==> config.mk <==
export PLATFORM = sky130hd
export DESIGN_NAME = button_conditioner
export DESIGN_NICKNAME = d
export VERILOG_FILES = /design/src/rtl/ducks_input_pkg.sv /design/src/rtl/debounce_channel.sv /design/src/rtl/button_conditioner.sv
export SDC_FILE = /design/constraint.sdc
export NUM_CORES = 1
export LEC_CHECK = 0
export ABC_CLOCK_PERIOD_IN_PS = 2800
export CAP_MARGIN = 20
export CORE_MARGIN = 4
export CORE_UTILIZATION = 49
export CTS_CLUSTER_DIAMETER = 40
export CTS_CLUSTER_SIZE = 24
export DETAILED_ROUTE_END_ITERATION = 12
export HOLD_SLACK_MARGIN = 0.08
export PLACE_DENSITY = 0.66
export SLEW_MARGIN = 15
export SYNTH_ARGS = -nofsm -noshare
export SYNTH_HDL_FRONTEND = slang
export SYNTH_HIERARCHICAL = 1
export SYNTH_SLANG_ARGS = --single-unit
==> constraint.sdc <==
create_clock -name clk -period 2.8 [get_ports clk]
set_clock_uncertainty 0.05 [all_clocks]
set_input_delay 0.56 -clock clk [delete_from_list [all_inputs] [get_ports clk]]
set_output_delay 0.56 -clock clk [all_outputs]
set_load 0.005 [all_outputs]
==> src/rtl/ducks_input_pkg.sv <==
// Shared definitions for the player input front end: fire FSM states,
// timing constants for the 25 MHz pixel clock and shortened ones for simulation.
package ducks_input_pkg;

    typedef enum logic [1:0] {
        IDLE         = 2'd0,
        COOLDOWN     = 2'd1,
        WAIT_RELEASE = 2'd2,
        EMPTY        = 2'd3
    } fire_state_t;

    // 10 ms debounce and 250 ms shot cooldown at 25 MHz
    localparam int DEFAULT_DEBOUNCE_CYCLES = 250000;
    localparam int DEFAULT_COOLDOWN_CYCLES = 6250000;
    localparam int DEFAULT_AMMO_MAX        = 3;

    // Short timings so a simulation can walk through every state quickly
    localparam int SIM_DEBOUNCE_CYCLES = 4;
    localparam int SIM_COOLDOWN_CYCLES = 8;

    // Width of a counter that must reach cycles-1, never narrower than one bit
    function automatic int counterWidth(input int cycles);
        return (cycles > 1) ? $clog2(cycles) : 1;
    endfunction

endpackage

==> src/rtl/debounce_channel.sv <==
// One button channel: two-flop synchroniser followed by a counter that only
// lets the stable level flip after the synced input has disagreed with it for
// DEBOUNCE_CYCLES consecutive cycles.
module debounce_channel
    import ducks_input_pkg::*;
#(
    parameter int DEBOUNCE_CYCLES = DEFAULT_DEBOUNCE_CYCLES
) (
    input  logic clk,
    input  logic reset,
    input  logic i_raw,
    output logic o_stable
);

    localparam int CW = counterWidth(DEBOUNCE_CYCLES);
    localparam logic [CW-1:0] CNT_LAST = CW'(DEBOUNCE_CYCLES - 1);

    logic          r_sync1;
    logic          r_sync2;
    logic          r_stable;
    logic [CW-1:0] r_cnt;

    // Bring the asynchronous pin into the clock domain
    always_ff @(posedge clk) begin
        if (reset) begin
            r_sync1 <= 1'b0;
            r_sync2 <= 1'b0;
        end else begin
            r_sync1 <= i_raw;
            r_sync2 <= r_sync1;
        end
    end

    // Count consecutive disagreeing cycles; any agreeing cycle restarts the count
    always_ff @(posedge clk) begin
        if (reset) begin
            r_stable <= 1'b0;
            r_cnt    <= '0;
        end else if (r_sync2 != r_stable) begin
            if (r_cnt == CNT_LAST) begin
                r_stable <= r_sync2;
                r_cnt    <= '0;
            end else begin
                r_cnt <= r_cnt + CW'(1);
            end
        end else begin
            r_cnt <= '0;
        end
    end

    assign o_stable = r_stable;

endmodule

==> src/rtl/button_conditioner.sv <==
// Player button front end: debounces left/right/fire, resolves left/right
// conflicts, and turns fire presses into single shot strobes limited by a
// cooldown and a per-round ammo count.
module button_conditioner
    import ducks_input_pkg::*;
#(
    parameter int DEBOUNCE_CYCLES = DEFAULT_DEBOUNCE_CYCLES,
    parameter int COOLDOWN_CYCLES = DEFAULT_COOLDOWN_CYCLES,
    parameter int AMMO_MAX        = DEFAULT_AMMO_MAX
) (
    input  logic                           clk,
    input  logic                           reset,
    input  logic                           btn_izq_raw,
    input  logic                           btn_der_raw,
    input  logic                           btn_fire_raw,
    input  logic                           reload,
    output logic                           izq,
    output logic                           der,
    output logic                           fire_pulse,
    output logic                           dry_fire,
    output logic [$clog2(AMMO_MAX+1)-1:0]  ammo,
    output logic                           empty
);

    localparam int AW = $clog2(AMMO_MAX + 1);
    localparam int CW = counterWidth(COOLDOWN_CYCLES);
    localparam logic [AW-1:0] AMMO_FULL = AW'(AMMO_MAX);
    localparam logic [CW-1:0] COOL_LAST = CW'(COOLDOWN_CYCLES - 1);

    logic          w_stableIzq;
    logic          w_stableDer;
    logic          w_stableFire;
    logic          w_rise;
    logic          w_coolDone;
    logic          w_shot;
    logic          w_dry;
    logic [AW-1:0] w_ammoNext;
    fire_state_t   r_state;
    fire_state_t   w_stateNext;

    logic          r_firePrev;
    logic [CW-1:0] r_coolCnt;
    logic [AW-1:0] r_ammo;
    logic          r_empty;
    logic          r_firePulse;
    logic          r_dryFire;
    logic          r_izq;
    logic          r_der;

    debounce_channel #(.DEBOUNCE_CYCLES(DEBOUNCE_CYCLES)) u_debIzq (
        .clk      (clk),
        .reset    (reset),
        .i_raw    (btn_izq_raw),
        .o_stable (w_stableIzq)
    );

    debounce_channel #(.DEBOUNCE_CYCLES(DEBOUNCE_CYCLES)) u_debDer (
        .clk      (clk),
        .reset    (reset),
        .i_raw    (btn_der_raw),
        .o_stable (w_stableDer)
    );

    debounce_channel #(.DEBOUNCE_CYCLES(DEBOUNCE_CYCLES)) u_debFire (
        .clk      (clk),
        .reset    (reset),
        .i_raw    (btn_fire_raw),
        .o_stable (w_stableFire)
    );

    assign w_rise     = w_stableFire & ~r_firePrev;
    assign w_coolDone = (r_coolCnt == COOL_LAST);

    // Fire FSM state register
    always_ff @(posedge clk) begin
        if (reset) begin
            r_state <= IDLE;
        end else begin
            r_state <= w_stateNext;
        end
    end

    // Fire FSM next state, shot/dry decisions and next ammo; reload beats a coincident press
    always_comb begin
        w_stateNext = r_state;
        w_shot      = 1'b0;
        w_dry       = 1'b0;
        w_ammoNext  = reload ? AMMO_FULL : r_ammo;
        case (r_state)
            IDLE: begin
                if (w_rise && !reload) begin
                    if (r_ammo != '0) begin
                        w_shot      = 1'b1;
                        w_ammoNext  = r_ammo - AW'(1);
                        w_stateNext = COOLDOWN;
                    end else begin
                        w_dry       = 1'b1;
                        w_stateNext = EMPTY;
                    end
                end
            end
            COOLDOWN: begin
                if (w_coolDone) begin
                    if (w_stableFire) begin
                        w_stateNext = WAIT_RELEASE;
                    end else if (w_ammoNext == '0) begin
                        w_stateNext = EMPTY;
                    end else begin
                        w_stateNext = IDLE;
                    end
                end
            end
            WAIT_RELEASE: begin
                if (!w_stableFire) begin
                    w_stateNext = (w_ammoNext == '0) ? EMPTY : IDLE;
                end
            end
            EMPTY: begin
                if (reload) begin
                    w_stateNext = w_stableFire ? WAIT_RELEASE : IDLE;
                end else if (w_rise) begin
                    w_dry = 1'b1;
                end
            end
            default: begin
                w_stateNext = IDLE;
            end
        endcase
    end

    // Edge history, cooldown timer, ammo and the registered strobes
    always_ff @(posedge clk) begin
        if (reset) begin
            r_firePrev  <= 1'b0;
            r_coolCnt   <= '0;
            r_ammo      <= AMMO_FULL;
            r_empty     <= 1'b0;
            r_firePulse <= 1'b0;
            r_dryFire   <= 1'b0;
        end else begin
            r_firePrev  <= w_stableFire;
            r_ammo      <= w_ammoNext;
            r_empty     <= (w_ammoNext == '0);
            r_firePulse <= w_shot;
            r_dryFire   <= w_dry;
            if (w_shot) begin
                r_coolCnt <= '0;
            end else if (r_state == COOLDOWN) begin
                r_coolCnt <= r_coolCnt + CW'(1);
            end
        end
    end

    // Direction outputs, suppressed when both directions are held
    always_ff @(posedge clk) begin
        if (reset) begin
            r_izq <= 1'b0;
            r_der <= 1'b0;
        end else begin
            r_izq <= w_stableIzq & ~w_stableDer;
            r_der <= w_stableDer & ~w_stableIzq;
        end
    end

    assign izq        = r_izq;
    assign der        = r_der;
    assign fire_pulse = r_firePulse;
    assign dry_fire   = r_dryFire;
    assign ammo       = r_ammo;
    assign empty      = r_empty;

endmodule

==> metrics, run 1 <==
outcome completed; Sequential cell area 1920 um2; number of distinct standard cells referenced by the synthesized netlist 46; 1st-iter DRT viols 105; final weighted congestion in routability-driven placement 0.771; Arr. time, crit path 2.50 ns; cell count after synthesis 488; CTS Buf Count 9; effective utilization at floorplan 0.513; estimated wirelength of the detail-placed design 5250 um; total congestion overflow after global routing 0; worst min-delay path class register to register; unrepaired setup endpoints after global routing false; Setup Fix Bufs, Post-CTS 0; slew at the pin with the worst max-slew slack 0.539 ns; number of search-and-repair iterations in the first detailed-routing pass 5; most common cell after layout, fill and taps aside sky130_fd_sc_hd__dfxtp_1; final number of max-transition violations 0; horizontal die dimension 102 um; end-of-flow core utilization 0.566; Hold Path Origin u_debFire/r_sync1$_SDFF_PP0_; slowest cell delay on critical path 0.60 ns; total of buffers placed on input and output ports 12; critical path data required time 3.04 ns; Final Routed Wirelength 7560 um; final critical-path share of the clock period 0.809; # hold bufs at CTS 0; number of warnings reported in the yosys synthesis log 6; Std-Cell Rows 33; routed length per placed instance 12.2 um; Async S/R FF share, synth 0; die outline height 102 um; buffers from clock root to sink, at most 2; fraction of post-synthesis cell area in the top cell type by area 0.447; standby leakage power 1.38 nW; endpoint class of the critical path register; capturing instance or port of the critical path r_coolCnt[15]$_SDFFE_PP0P_; FILL cells 785; Reg2Reg Setup Slack 0.54 ns; accumulated negative setup slack 0 ns; net count reported at finish 523; post-DR vias/cell 5.33; FMAX 442 MHz; combined global-route utilization of all metal layers 0.158; maximum ir drop on the vdd rail 0.249 mV; logic depth of the worst path, buffers included 6; largest cells by area after synthesis sky130_fd_sc_hd__dfxtp_1 (45%), sky130_fd_sc_hd__xnor2_1 (9.8%), sky130_fd_sc_hd__nor2_1 (6.4%); type of the worst setup path register to register; via count of the routed design 3,294; Yosys reg bits 96; number of max-cap violations 0; endpoint of the lowest-slack register-to-register path r_coolCnt[15]$_SDFFE_PP0P_; worst path buffer plus inverter count 1; Synth Flop Type sky130_fd_sc_hd__dfxtp_1; cell with the largest stage delay on the worst path sky130_fd_sc_hd__or4_4; critical path launch point type register; clock tree from TritonCTS yes; TritonCTS sink count 96; global-route wire length before repair 13,300 um; Post-synth EDFFs 0; post-synthesis cell area 4300 um2; synthesis-to-layout area growth 10.3%; DRC violations left 0; Antenna Cells 0; post-synthesis cell type with the largest combined area sky130_fd_sc_hd__dfxtp_1; relative max-transition margin 0.640; mean area per synthesized cell 8.82 um2; remaining antenna violation count 0; pwr dens 544 nW/um2; Worst Setup SP r_state[1]$_SDFFE_PP0P_; series of cell instances along the critical path inv_1 -> ha_1 -> nand4_2 -> or4_4 -> or3_1 -> a21oi_1; vias in the first global route 2,972; clk slew on worst S/H paths 0.09 ns; Clock H-tree levels 3; final critical delay including setup and external delays 2.26 ns; Setup Viol. Count Final 0; Die ar. 10,300 um2; sequential area share after synthesis 0.447; clock root buffer sky130_fd_sc_hd__clkbuf_8; CORE AREA 8380 um2; final hold vios 0; kind of cell adding the most delay to the critical path simple AND/OR/NAND/NOR gates; leading cell types in the layout, fill and taps excluded sky130_fd_sc_hd__dfxtp_1 (96), sky130_fd_sc_hd__nor2_1 (73), sky130_fd_sc_hd__xnor2_1 (48), sky130_fd_sc_hd__nand2_1 (30), sky130_fd_sc_hd__a21oi_1 (27); maximum net fanout on the critical path 10; PostCTS Resize Cnt 0; clock latency on the worst-skew pair 0.36 ns; largest net degree at the start of global routing 24; layout cell share with drive strength beyond 1 0.0994; number of top-level pins 13; worst reg-to-reg path cell count 6; launch instance of the worst register-to-register path r_state[1]$_SDFFE_PP0P_; area used by multi-input combinational logic 2250 um2; Syn Nets 503; antenna violations before repair 0
[cells in the mapped netlist (all sizes together) (9+ instances only)]
cell and instances:
a21oi 27, dfxtp 96, ha 9, inv 22, nand2 30, nand3 26
nand4 12, nor2 73, nor3 19, nor4 15, o21ai 19, or3 20
or4 10, xnor2 48
[through the flow]
stage / setup slack (ns) / power [mW] / area (um2) / hold slack [ns] / std cells
final: 0.535 / 2.58 / 4750 / 0.403 / 618
after detailed placement: 0.239 / 1.72 / 4550 / 0.378 / 602
after global placement: 0.303 / 1.71 / 4550 / 0.373 / 602
after global routing: 0.365 / 2.73 / 4750 / 0.417 / 618
after CTS: 0.521 / 2.62 / 4750 / 0.403 / 618
after floorplan: 0.809 / 1.67 / 4300 / 0.364 / 488
[power breakdown]
part | switching (mW) | total, mW | internal, mW
registers | 0.0282 | 1.42 | 1.39
logic | 0.152 | 0.269 | 0.117
clock network | 0.476 | 0.891 | 0.414
total | 0.656 | 2.58 | 1.92
[kinds of logic (layout without fill, tap and decap cells)]
kind of cell | Yosys count | after routing | share of synthesized area
compound gates | 62 | 62 | 0.0852
buf+inv | 31 | 56 | 0.0305
mux | 1 | 1 | 0.00233
flops | 96 | 96 | 0.447
fa+ha+maj | 9 | 9 | 0.0262
simple gates | 234 | 234 | 0.297
xor+xnor | 55 | 55 | 0.112
[registers in the layout, indices dropped and copies added, names as in the netlist]
name,cells
fire_pulse,1
u_debDer/r_cnt,18
r_coolCnt,23
u_debDer/o_stable,1
u_debFire/r_sync1,1
u_debIzq/r_cnt,18
u_debFire/r_sync2,1
dry_fire,1
u_debFire/r_cnt,18
empty,1
u_debFire/o_stable,1
u_debIzq/o_stable,1
izq,1
u_debIzq/r_sync1,1
u_debIzq/r_sync2,1
u_debDer/r_sync2,1
r_state,2
der,1
r_firePrev,1
ammo,2
u_debDer/r_sync1,1
[worst min-delay path by stage]
stage	end	slack, ns	cells past startpoint
finish	u_debFire/r_sync2$_SDFF_PP0_	0.40	1
global route	u_debIzq/r_sync2$_SDFF_PP0_	0.42	1
CTS	u_debFire/r_sync2$_SDFF_PP0_	0.40	1
detailed placement	u_debFire/r_sync2$_SDFF_PP0_	0.38	1
global placement	u_debFire/r_sync2$_SDFF_PP0_	0.37	1
floorplan	u_debDer/r_sync2$_SDFF_PP0_	0.36	1
[layer usage]
layer,up-vias,track usage,routed length [um],part of all wire
met5,-,0,0,0
met2,39,0.255,3470,0.46
li1,1753,-,-,-
met3,7,0.0496,233,0.031
met4,0,0.0399,69,0.0091
met1,1495,0.206,3780,0.50
[final cells by class]
class	instances	area share
multi-input combinational	361	0.474
clock buffer	9	0.0261
sequential	96	0.405
tap	105	0.0277
clock inverter	7	0.0150
timing repair buffer	18	0.0348
inverter	22	0.0174
No activity file was read; power rests on OpenSTA's default activity.
==> run 2, diff against run 1 <==
ABC_CLOCK_PERIOD_IN_PS = 2000   (was 2800)
PLACE_DENSITY = 0.68   (was 0.66)
clock period = 2 ns   (was 2.8 ns; I/O delays follow)
==> run 2 against run 1 <==
  * Critical path depth fell by 1
  * Total power grew 60%
  * Via count increased by 4.7%
  * Highest routed layer unchanged
  * Combinational power up 74%
  * Utilization is 3.6 points higher
  * Non-clock buffer count increased by 18
  * Flip-flop and latch count unchanged
  * Cell count rose by 3.1%
  * Largest cell class unchanged
==> metrics, run 2 (synthesized netlist as in run 1, its figures left out) <==
critical path launch point type register (unchanged); Final Routed Wirelength 8250 um (was 7560 um); relative max-transition margin 0.729 (was 0.640); global-route wire length before repair 14,000 um (was 13,300 um); pre-CTS WS -0.135 ns (was 0.239 ns); Die ar. 10,300 um2 (unchanged); outcome completed (unchanged); combined global-route utilization of all metal layers 0.164 (was 0.158); slack of the critical path 0.0993 ns (was 0.535 ns); FMAX 526 MHz (was 442 MHz); synthesis-to-layout area growth 17.3% (was 10.3%); Setup Viol. Count Final 0 (unchanged); antenna violations before repair 0 (unchanged); standby leakage power 1.52 nW (was 1.38 nW); pwr dens 820 nW/um2 (was 544 nW/um2); Std-Cell Rows 33 (unchanged); endpoint class of the critical path register (unchanged); effective utilization at floorplan 0.513 (unchanged); total of buffers placed on input and output ports 12 (unchanged); clock tree from TritonCTS yes (unchanged); horizontal die dimension 102 um (unchanged); net count reported at finish 542 (was 523); final standard cell count with taps included and fillers excluded 637 (was 618); Placed Cells incl. Taps 620 (was 602); clock root buffer sky130_fd_sc_hd__clkbuf_8 (unchanged); capturing instance or port of the critical path u_debDer/r_cnt[14]$_SDFF_PP0_ (was r_coolCnt[15]$_SDFFE_PP0P_); Reg2Reg Setup Slack 0.1 ns (was 0.54 ns); critical path data required time 2.24 ns (was 3.04 ns); final critical-path share of the clock period 0.950 (was 0.809); CORE AREA 8380 um2 (unchanged); TritonCTS sink count 96 (unchanged); slew at the pin with the worst max-slew slack 0.406 ns (was 0.539 ns); vias in the first global route 3,216 (was 2,972); type of the worst setup path register to register (unchanged); buffers from clock root to sink, at most 2 (unchanged); number of search-and-repair iterations in the first detailed-routing pass 4 (was 5); total congestion overflow after global routing 0 (unchanged); final critical delay including setup and external delays 1.90 ns (was 2.26 ns); Arr. time, crit path 2.14 ns (was 2.50 ns); FILL cells 747 (was 785); area used by multi-input combinational logic 2300 um2 (was 2250 um2); Setup Fix Bufs, Post-CTS 0 (unchanged); remaining antenna violation count 0 (unchanged); final weighted congestion in routability-driven placement 0.838 (was 0.771); die outline height 102 um (unchanged); Sequential cell area 1930 um2 (was 1920 um2); leading cell types in the layout, fill and taps excluded sky130_fd_sc_hd__dfxtp_1 (90), sky130_fd_sc_hd__nor2_1 (73), sky130_fd_sc_hd__xnor2_1 (48), sky130_fd_sc_hd__nand2_1 (30), sky130_fd_sc_hd__a21oi_1 (27) (was sky130_fd_sc_hd__dfxtp_1 (96), sky130_fd_sc_hd__nor2_1 (73), sky130_fd_sc_hd__xnor2_1 (48), sky130_fd_sc_hd__nand2_1 (30), sky130_fd_sc_hd__a21oi_1 (27)); PostCTS Resize Cnt 0 (unchanged); number of flip-flops under the largest register name 23 (unchanged); Top reg by flops r_coolCnt (unchanged); worst min-delay path class register to register (unchanged); Antenna Cells 0 (unchanged); estimated wirelength of the detail-placed design 5610 um (was 5250 um); maximum ir drop on the vdd rail 0.541 mV (was 0.249 mV); endpoint of the lowest-slack register-to-register path u_debDer/r_cnt[14]$_SDFF_PP0_ (was r_coolCnt[15]$_SDFFE_PP0P_); 1st-iter DRT viols 103 (was 105); clock latency on the worst-skew pair 0.35 ns (was 0.36 ns); maximum net fanout on the critical path 3 (was 10); worst reg-to-reg path cell count 5 (was 6); unrepaired setup endpoints after global routing false (unchanged); # hold bufs at CTS 0 (unchanged); layout cell share with drive strength beyond 1 0.150 (was 0.0994); clk slew on worst S/H paths 0.09 ns (about the same); CTS Buf Count 9 (unchanged); number of top-level pins 13 (unchanged); final hold vios 0 (unchanged); routed length per placed instance 12.9 um (was 12.2 um); DRC violations left 0 (unchanged); most common cell after layout, fill and taps aside sky130_fd_sc_hd__dfxtp_1 (unchanged); number of max-cap violations 0 (unchanged); launch instance of the worst register-to-register path u_debDer/r_cnt[1]$_SDFF_PP0_ (was r_state[1]$_SDFFE_PP0P_); post-DR vias/cell 5.41 (was 5.33); via count of the routed design 3,449 (was 3,294); final number of max-transition violations 0 (unchanged); Design Power 4.14 mW (was 2.58 mW); largest net degree at the start of global routing 27 (was 24); Worst Setup SP u_debDer/r_cnt[1]$_SDFF_PP0_ (was r_state[1]$_SDFFE_PP0P_); area after detailed placement 4710 um2 (was 4550 um2); Clock H-tree levels 3 (unchanged); post-layout instance area 5050 um2 (was 4750 um2); accumulated negative setup slack 0 ns (unchanged)
run 2: critical path: stages, from the launching register on:
cell and delay, ns:
sky130_fd_sc_hd__dfxtp_1 0.37, sky130_fd_sc_hd__ha_1 0.21, sky130_fd_sc_hd__nand3_1 0.13, sky130_fd_sc_hd__or3_1 0.40, sky130_fd_sc_hd__or4_2 0.54, sky130_fd_sc_hd__a21oi_1 0.15
run 2: worst min-delay path by stage:
stage / start / end / depth (start not counted)
floorplan: u_debDer/r_sync1$_SDFF_PP0_ / u_debDer/r_sync2$_SDFF_PP0_ / 1
global placement: u_debFire/r_sync1$_SDFF_PP0_ / u_debFire/r_sync2$_SDFF_PP0_ / 1
detailed placement: u_debIzq/r_sync1$_SDFF_PP0_ / u_debIzq/r_sync2$_SDFF_PP0_ / 1
CTS: u_debDer/r_sync1$_SDFF_PP0_ / u_debDer/r_sync2$_SDFF_PP0_ / 1
global route: u_debFire/r_cnt[0]$_SDFF_PP0_ / u_debFire/r_cnt[0]$_SDFF_PP0_ / 1
finish: u_debFire/r_cnt[0]$_SDFF_PP0_ / u_debFire/r_cnt[0]$_SDFF_PP0_ / 1
run 2: final cells by class:
class / count / share of cell area
Clock inverter: 6 / 0.0273
Clock buffer: 10 / 0.0273
Timing Repair Buffer: 36 / 0.0645
Sequential cell: 96 / 0.382
Tap cell: 105 / 0.0260
Inverter: 22 / 0.0164
Multi-Input combinational cell: 362 / 0.456
run 2: per-layer routing:
| metal | up-vias | GRT usage | part of all wire |
|---|---|---|---|
| met5 | - | 0 | 0 |
| met4 | 0 | 0.0389 | 0.0044 |
| met3 | 4 | 0.0455 | 0.025 |
| met2 | 32 | 0.280 | 0.49 |
| met1 | 1616 | 0.207 | 0.48 |
| li1 | 1797 | - | - |
run 2: report_power, final:
part | total, mW | switching (mW) | internal (mW)
Combinational | 0.469 | 0.236 | 0.233
Sequential | 2.00 | 0.0454 | 1.95
Clock | 1.67 | 0.669 | 1.00
run 2: through the flow:
step	hold slack [ns]	utilization
final	0.389	0.602
after global placement	0.371	0.562
after CTS	0.407	0.595
after floorplan	0.364	-
after global routing	0.417	0.602
after detailed placement	0.388	0.562
